===== config.mk =====
export PLATFORM = sky130hd
export DESIGN_NAME = instr_decode_pipe
export DESIGN_NICKNAME = d
export VERILOG_FILES = /design/src/rtl/instr_decode_pipe.sv
export SDC_FILE = /design/constraint.sdc
export NUM_CORES = 1
export LEC_CHECK = 0
export ABC_AREA = 1
export CORE_ASPECT_RATIO = 0.7
export CORE_UTILIZATION = 51
export DETAILED_ROUTE_END_ITERATION = 8
export PLACE_DENSITY = 0.88
export SYNTH_ARGS = -nofsm -noshare
export SYNTH_HDL_FRONTEND = slang
export SYNTH_SLANG_ARGS = --single-unit

===== constraint.sdc =====
create_clock -name clk -period 9.8 [get_ports clk]
set_input_delay 0.98 -clock clk [delete_from_list [all_inputs] [get_ports clk]]
set_output_delay 0.98 -clock clk [all_outputs]
set_load 0.03 [all_outputs]

===== src/rtl/instr_decode_pipe.sv =====
// rtl/instr_decode_pipe.sv - registered instruction decoder with a DEPTH-entry result queue
// Optional pop statistics are enabled with the DECODE_STATS_EN macro.
module instr_decode_pipe #(
  parameter int INSTR_W = 32,
  parameter int REG_W   = 5,
  parameter int ID_W    = 4,
  parameter int DEPTH   = 2
) (
  input  logic               clk,
  input  logic               reset,
  input  logic               flush,
  input  logic               in_valid,
  output logic               in_ready,
  input  logic [INSTR_W-1:0] ir,
  output logic               out_valid,
  input  logic               out_ready,
  output logic [ID_W-1:0]    ID,
  output logic [REG_W-1:0]   rs,
  output logic [REG_W-1:0]   rt,
  output logic [REG_W-1:0]   rd,
  output logic [INSTR_W-1:0] imm,
  output logic [25:0]        jtarget,
  output logic               illegal,
  output logic [31:0]        stat_decoded,
  output logic [31:0]        stat_illegal
);

  localparam int AW = $clog2(DEPTH);
  localparam logic [AW:0] FULL_CNT = (AW+1)'(DEPTH);

  typedef struct packed {
    logic [ID_W-1:0]    id;
    logic [REG_W-1:0]   rs;
    logic [REG_W-1:0]   rt;
    logic [REG_W-1:0]   rd;
    logic [INSTR_W-1:0] imm;
    logic [25:0]        jt;
    logic               ill;
  } rec_t;

  rec_t            w_dec;
  rec_t            w_head;
  rec_t            r_mem [DEPTH];
  logic [5:0]      w_op;
  logic [AW-1:0]   r_wr_ptr;
  logic [AW-1:0]   r_rd_ptr;
  logic [AW:0]     r_count;
  logic [AW:0]     w_count_nxt;
  logic            r_in_ready;
  logic            w_empty;
  logic            w_push;
  logic            w_pop;

  assign w_op = ir[INSTR_W-1 -: 6];

  always_comb begin
    w_dec    = '0;
    w_dec.rs = ir[21 +: REG_W];
    w_dec.rt = ir[16 +: REG_W];
    case (w_op)
      6'b000000: begin w_dec.id = ID_W'(1); w_dec.rd = ir[11 +: REG_W]; end
      6'b000011: begin w_dec.id = ID_W'(3); w_dec.rd = ir[11 +: REG_W]; end
      6'b010011: begin w_dec.id = ID_W'(6); w_dec.rd = ir[11 +: REG_W]; end
      6'b000001: begin w_dec.id = ID_W'(2); w_dec.imm = {{(INSTR_W-16){ir[15]}}, ir[15:0]}; end
      6'b000110: begin w_dec.id = ID_W'(5); w_dec.imm = {{(INSTR_W-16){ir[15]}}, ir[15:0]}; end
      6'b001000: begin w_dec.id = ID_W'(7); w_dec.imm = {{(INSTR_W-16){ir[15]}}, ir[15:0]}; end
      6'b001001: begin w_dec.id = ID_W'(8); w_dec.imm = {{(INSTR_W-16){ir[15]}}, ir[15:0]}; end
      6'b010000: begin w_dec.id = ID_W'(4); w_dec.jt = ir[25:0]; end
      default: begin
        w_dec     = '0;
        w_dec.ill = 1'b1;
      end
    endcase
  end

  assign w_empty   = (r_count == '0);
  assign w_push    = in_valid && r_in_ready && !flush;
  assign w_pop     = !w_empty && out_ready && !flush;
  assign w_head    = r_mem[r_rd_ptr];

  always_comb begin
    w_count_nxt = r_count;
    if (flush) begin
      w_count_nxt = '0;
    end else begin
      case ({w_push, w_pop})
        2'b10:   w_count_nxt = r_count + (AW+1)'(1);
        2'b01:   w_count_nxt = r_count - (AW+1)'(1);
        default: w_count_nxt = r_count;
      endcase
    end
  end

  // in_ready is derived from the next count so it is a pure flop with no out_ready path
  always_ff @(posedge clk or negedge reset) begin
    if (!reset) begin
      r_wr_ptr   <= '0;
      r_rd_ptr   <= '0;
      r_count    <= '0;
      r_in_ready <= 1'b0;
    end else begin
      r_count    <= w_count_nxt;
      r_in_ready <= (w_count_nxt != FULL_CNT);
      if (flush) begin
        r_wr_ptr <= '0;
        r_rd_ptr <= '0;
      end else begin
        if (w_push) r_wr_ptr <= r_wr_ptr + AW'(1);
        if (w_pop)  r_rd_ptr <= r_rd_ptr + AW'(1);
      end
    end
  end

  always_ff @(posedge clk) begin
    if (w_push) r_mem[r_wr_ptr] <= w_dec;
  end

  assign in_ready  = r_in_ready;
  assign out_valid = !w_empty;
  assign ID        = w_empty ? '0 : w_head.id;
  assign rs        = w_empty ? '0 : w_head.rs;
  assign rt        = w_empty ? '0 : w_head.rt;
  assign rd        = w_empty ? '0 : w_head.rd;
  assign imm       = w_empty ? '0 : w_head.imm;
  assign jtarget   = w_empty ? '0 : w_head.jt;
  assign illegal   = w_empty ? 1'b0 : w_head.ill;

`ifdef DECODE_STATS_EN
  logic [31:0] r_stat_decoded;
  logic [31:0] r_stat_illegal;

  always_ff @(posedge clk or negedge reset) begin
    if (!reset) begin
      r_stat_decoded <= '0;
      r_stat_illegal <= '0;
    end else if (w_pop) begin
      r_stat_decoded <= r_stat_decoded + 32'd1;
      if (w_head.ill) r_stat_illegal <= r_stat_illegal + 32'd1;
    end
  end

  assign stat_decoded = r_stat_decoded;
  assign stat_illegal = r_stat_illegal;
`else
  assign stat_decoded = '0;
  assign stat_illegal = '0;
`endif

endmodule


# [After elaboration in Yosys (flattened, before gate mapping)]
# Memories as Yosys holds them, arrays and structs flattened.
# Index checks and enable logic that the tools add are counted.
[totals] reg_bits=5 ram_bits=156 inputBits=37 output_inout_bits=144 word_cells=53 mem_count=1
[mem_list] memory="r_mem" words=2 width=78 read_ports=1 rd_clocked_by_memory_dff=0 wr=1 line_no="43" source="rec_t r_mem [DEPTH];"
[op_classes] add_sub_neg=4 n_eq_ne=10 mux=21 n_reduce_logical=13
[op_table] op="two-way mux 32 bit" n=2
[op_table] op="two-way mux 26 bit" n=2
[op_table] op="case mux 4 bit (8 select lines)" n=1
[op_table] op="two-way mux 5 bit" n=4
[op_table] op="equality test 6 x 4 -> 1 bit (second input constant)" n=2
[op_table] op="equality test 6 x 5 -> 1 bit (second input constant)" n=2
[op_table] op="two-way mux 10 bit" n=1
[op_table] op="two-way mux 1 bit" n=8
[op_table] op="OR reduction 8 bit" n=1
[op_table] op="equality test 6 x 1 -> 1 bit (second input constant)" n=1
[op_table] op="equality test 6 x 2 -> 1 bit (second input constant)" n=1
[op_table] op="equality test 6 x 3 -> 1 bit (second input constant)" n=1
[op_table] op="logical NOT 6 bit" n=1
[op_table] op="logical AND 1 bit" n=4
[op_table] op="two-way mux 4 bit" n=1
[op_table] op="case mux 2 bit (2 select lines)" n=1
[op_table] op="nonzero test 2 bit" n=2
[op_table] op="OR reduction 4 bit" n=1
[op_table] op="OR reduction 3 bit" n=1
[op_table] op="adder 1 bit (second input constant)" n=2
[op_table] op="adder 2 x 1 -> 2 bit (second input constant)" n=1
[op_table] op="equality test 2 x 1 -> 1 bit (second input constant)" n=1
[op_table] op="equality test 2 bit (second input constant)" n=1
[op_table] op="logical NOT 1 bit" n=2
[op_table] op="4 further kinds" n=4

# [Logic depth before layout (Yosys ltp)]
[logic_depth] ltp_word=8 ltp_mapped=10 ltp_nobuf=10

# [Least setup slack after synthesis]
# Ideal clock, no wire load.
[synth_path] path_type="input-to-reg" startpoint="input port in_valid" endpoint="memory r_mem[0][0] (netlist name) (enable)" setup_time_ps=482 arrival_ps=3790 t_required_ps=9318 setup_slack_ps=5528 path_stages=4 n_path_buf=0 path_cell_list="nand2_1 inv_1 nand2_1 nor2_1"
[synth_between] elab_chain_cells=4
[synth_lines] element="from (decl)" line_no="12" source="input logic in_valid,"
[synth_lines] element="logical AND 1 bit (2 in series)" line_no="77" source="assign w_push = in_valid && r_in_ready && !flush;"
[synth_lines] element="two-way mux 1 bit" line_no="115" source="if (w_push) r_mem[r_wr_ptr] <= w_dec;"
[synth_lines] element="two-way mux 1 bit (implied by the code)" line_no="115"
[synth_lines] element="to (decl)" line_no="43"
# No other way between the ends.

# [Final worst setup path]
[layout_path] startpoint="register r_rd_ptr" endpoint="output port imm[31]"
[layout_between] elab_chain_cells=2
[layout_lines] element="from (decl)" line_no="46" source="logic [AW-1:0] r_rd_ptr;"
[layout_lines] element="from (signal assigned)" line_no="109" source="if (w_pop) r_rd_ptr <= r_rd_ptr + AW'(1);"
[layout_lines] element="memory read (2 x 78 bit)"
[layout_lines] element="two-way mux 32 bit" line_no="124" source="assign imm = w_empty ? '0 : w_head.imm;"
[layout_lines] element="to (decl)" line_no="21" source="output logic [INSTR_W-1:0] imm,"
# No other way between the ends.

==> impl_summary.log <==
[metrics] f_max: ~230 MHz
[metrics] critical path start-end classification: reg2out
[metrics] average cell area after synthesis: roughly 11 sq um
[metrics] slew at the pin with the worst max-slew slack: 1.175 ns
[metrics] drt first-iter violations: between 300 and 400
[metrics] Reg clk slew, reported paths: around 0.060 ns
[metrics] TritonCTS Sinks: approximately 130
[metrics] CTS tree: yes
[metrics] flip-flop and latch area: 3850 sq um
[metrics] CTS Hold Bufs: 0
[metrics] post-CTS resize count: 0
[metrics] area added between synthesis and finish: 24.42%
[metrics] data arrival at the endpoint of the critical path: between 3 and 4 ns
[metrics] overall routing resource usage: between 20% and 30%
[metrics] clock latency of the later-clocked register in the worst-skew pair: roughly 0.41 ns
[metrics] final antenna-violating net count: 0
[metrics] Critical-path top delay cell: dfrtp_2
[metrics] critical path capture point type: output pin
[metrics] flops & latches, synth: between 100 and 150
[metrics] DR DRC count: 0
[metrics] Final HPWL DP: roughly 7600 um
[metrics] sequential area share after synthesis: 62.39%
[metrics] via density per instance: between 4 and 5
[metrics] Critical Path RT: between 8 and 9 ns
[metrics] first-pass GRT wire length: around 20000 um
[metrics] gp weighted congestion: around 0.76
[metrics] initial core utilization: between 50% and 60%
[metrics] P per Cell Area: 212.1 nW/um^2
[metrics] Internal Dissipation: between 0.001 and 0.0015 W
[metrics] highest net fanout along the worst path: 63
[metrics] antenna fix cells: 0
[metrics] path category of the worst min-delay check: reg2reg
[metrics] via count of the first global-routing pass: 3967
[metrics] Power, Total: roughly 0.0016 W
[metrics] total number of yosys warnings: 0
[metrics] min cycle time layout: between 4 and 5 ns
[metrics] port bufs: 116
[metrics] TNS Setup: 0 ns
[metrics] stage delay of the slowest cell on the critical path: between 1 and 1.5 ns
[metrics] net count of the finished layout: 719
[metrics] post-synthesis share of cell area spent on full adders, half adders and majority gates: less than 1%
[metrics] worst vdd ir: about 160 uV
[metrics] most common cell after layout, fill and taps aside: nand2_1
[metrics] switching power: around 0.00050 W
[metrics] routed vias: just over 4000
[metrics] number of library cell types mapped by synthesis: 28
[metrics] die span in x: between 100 and 150 um
[metrics] cell row count: 33
[metrics] antenna violations before repair: 0
[metrics] buffer count from post-CTS setup fixing: 0
[metrics] part of the power in registers: roughly two fifths
[metrics] synthesized instance count: slightly below 600
[metrics] number of maximum-capacitance violations: 0
[metrics] main combinational cell family by area after synthesis: simple AND/OR/NAND/NOR gates
[metrics] worst rel slew slack: about 22%
[metrics] clock tree buffer depth: 2
[metrics] pin count of the biggest net entering global routing: 64
[metrics] RSZ-0062 raised after global routing: no
[metrics] Setup Viol. Count Final: 0
[metrics] Post-Synthesis Cell Area: approximately 6200 sq um
[metrics] simple-gate share of the synthesized area: between 15 and 20%
[metrics] Critical Path, Cell by Cell: nand2_1 -> a21oi_1 -> clkdlybuf4s50_1
[metrics] fraction of synthesized area in multiplexers: 0%
[metrics] number of top-level pins: approximately 180
[metrics] Floorplan Core Area: approximately 12000 sq um
[metrics] post-detailed-routing wire length: approximately 13000 um
[metrics] fraction of the mapped netlist area in compound gates: under 10%
[metrics] number of hold-slack violations in the final timing report: 0
[metrics] portion of total power attributed to the clock network: a little under two fifths
[metrics] share of total power consumed by net switching: 30.76%
[metrics] fraction of final layout cells sized beyond drive strength 1: a little under a tenth
[metrics] combinational group share of total power: between 20% and 30%
[metrics] y dimension of the die: about 94 um
[metrics] outcome: completed
[metrics] type of element launching the critical path: flop
[metrics] root buffer selected by CTS: clkbuf_16
[metrics] Die Area: around 13000 sq um
[metrics] multi-input gate area in the final layout: approximately 1600 sq um
[metrics] most frequent cells in the layout: nand2_1 (155), edfxtp_1 (124), clkdlybuf4s50_1 (116)
[metrics] H-tree levels: 4
[metrics] skew final: between 0.008 and 0.009 ns
[metrics] final number of max-transition violations: 0
[metrics] number of filler instances in the final layout: between 800 and 900
[metrics] number of optimization iterations in the first detailed-route pass: 5
[metrics] final global-route overflow total: 0
[metrics] Leak: between 3 and 4 nW
[metrics] Wirelength per Cell: ~15 um
[metrics] post-synthesis share of cell area spent on xor and xnor gates: less than 1%
[metrics] ratio of final minimum period to clock period: ~45%
[metrics] total CTS buffers: 17
## per-layer routing
metal  vias to the layer above  track usage (%)  routed length [um]
met5                         -                0                   0
met2                       200            36.24                6378
met3                        13            5.016                 947
li1                       1958                -                   -
met4                         0            6.818                 121
met1                      1981            26.31                5236
## final cells by class
type                            count  share of cell area [%]
Tap cell                          157                   2.559
Clock inverter                     15                   2.054
Inverter                           55                   2.690
Multi-Input combinational cell    358                   21.47
Sequential cell                   129                   50.16
Timing Repair Buffer              120                   15.52
Clock buffer                       17                   5.543
## through the flow
step	std cells	instance area [sq um]	util [%]	worst slack, ns	hold slack, ns
5_1_grt	851	7675	65.45	5.130	0.5836
3_3_place_gp	819	7092	60.48	5.846	0.5308
3_5_place_dp	819	7092	60.48	5.769	0.5477
2_1_floorplan	645	6405	-	5.528	0.4577
6_report	851	7675	65.45	5.428	0.5577
4_1_cts	851	7675	65.45	5.345	0.5572
## registers in the layout, summed over array words and instances (netlist names)
register / count
r_mem: 124
r_count: 2
in_ready: 1
r_rd_ptr: 1
r_wr_ptr: 1
## worst paths after layout
path | from | endpoint | slack, ns | cells after the start
worst min register to register | r_wr_ptr | r_wr_ptr | 0.56 | 1
worst min-delay path | r_wr_ptr | r_wr_ptr | 0.56 | 1
max in group asynchronous | reset | r_rd_ptr | 8.79 | 1
worst max-delay path | r_rd_ptr | imm[31] | 5.43 | 3
min in group asynchronous | reset | r_count[0] | 0.79 | 1
worst max register to register | r_count[0] | r_count[1] | 7.38 | 10
## power groups by stage
stage	clock network (W)	registers [W]	logic (W)
after detailed placement	0	0.000659	0.000364
final	0.000615	0.000648	0.000365
after floorplan	0	0.000650	0.000265
after CTS	0.000621	0.000648	0.000366
after global routing	0.000648	0.000651	0.000389
after global placement	0	0.000657	0.000360
## critical path: cells and delay by family (launching register included)
kind | cells | cell delay (ns)
flip-flops | 1 | 1.12
buffers and inverters | 1 | 0.83
AO/OA/AOI/OAI | 1 | 0.88
AND/OR/NAND/NOR | 1 | 0.14
## synth_stat cells (all sizes together)
library cell | instances | share of area, %
conb | 1 | 0.061
nor2 | 54 | 4.8
o2111ai | 1 | 0.14
nand3b | 1 | 0.32
buf | 92 | 11
nand4 | 1 | 0.10
ha | 1 | 0.20
nand2 | 156 | 9.6
clkbuf | 11 | 0.67
o21ai | 2 | 0.16
xor2 | 1 | 0.14
and3 | 1 | 0.10
nand3 | 7 | 1.3
inv | 55 | 3.3
a21oi | 68 | 5.5
edfxtp | 124 | 60
o22ai | 1 | 0.10
dfrtp | 5 | 2.0
## kinds of logic (layout without fill, tap and decap cells)
group | count (synthesis) | in the layout
flops | 129 | 129
fa+ha+maj | 1 | 1
buf+inv | 158 | 207
compound gates | 72 | 72
other cells | 1 | 64
xor+xnor | 1 | 1
simple gates | 220 | 220
Power figures use the tool's default switching activity.
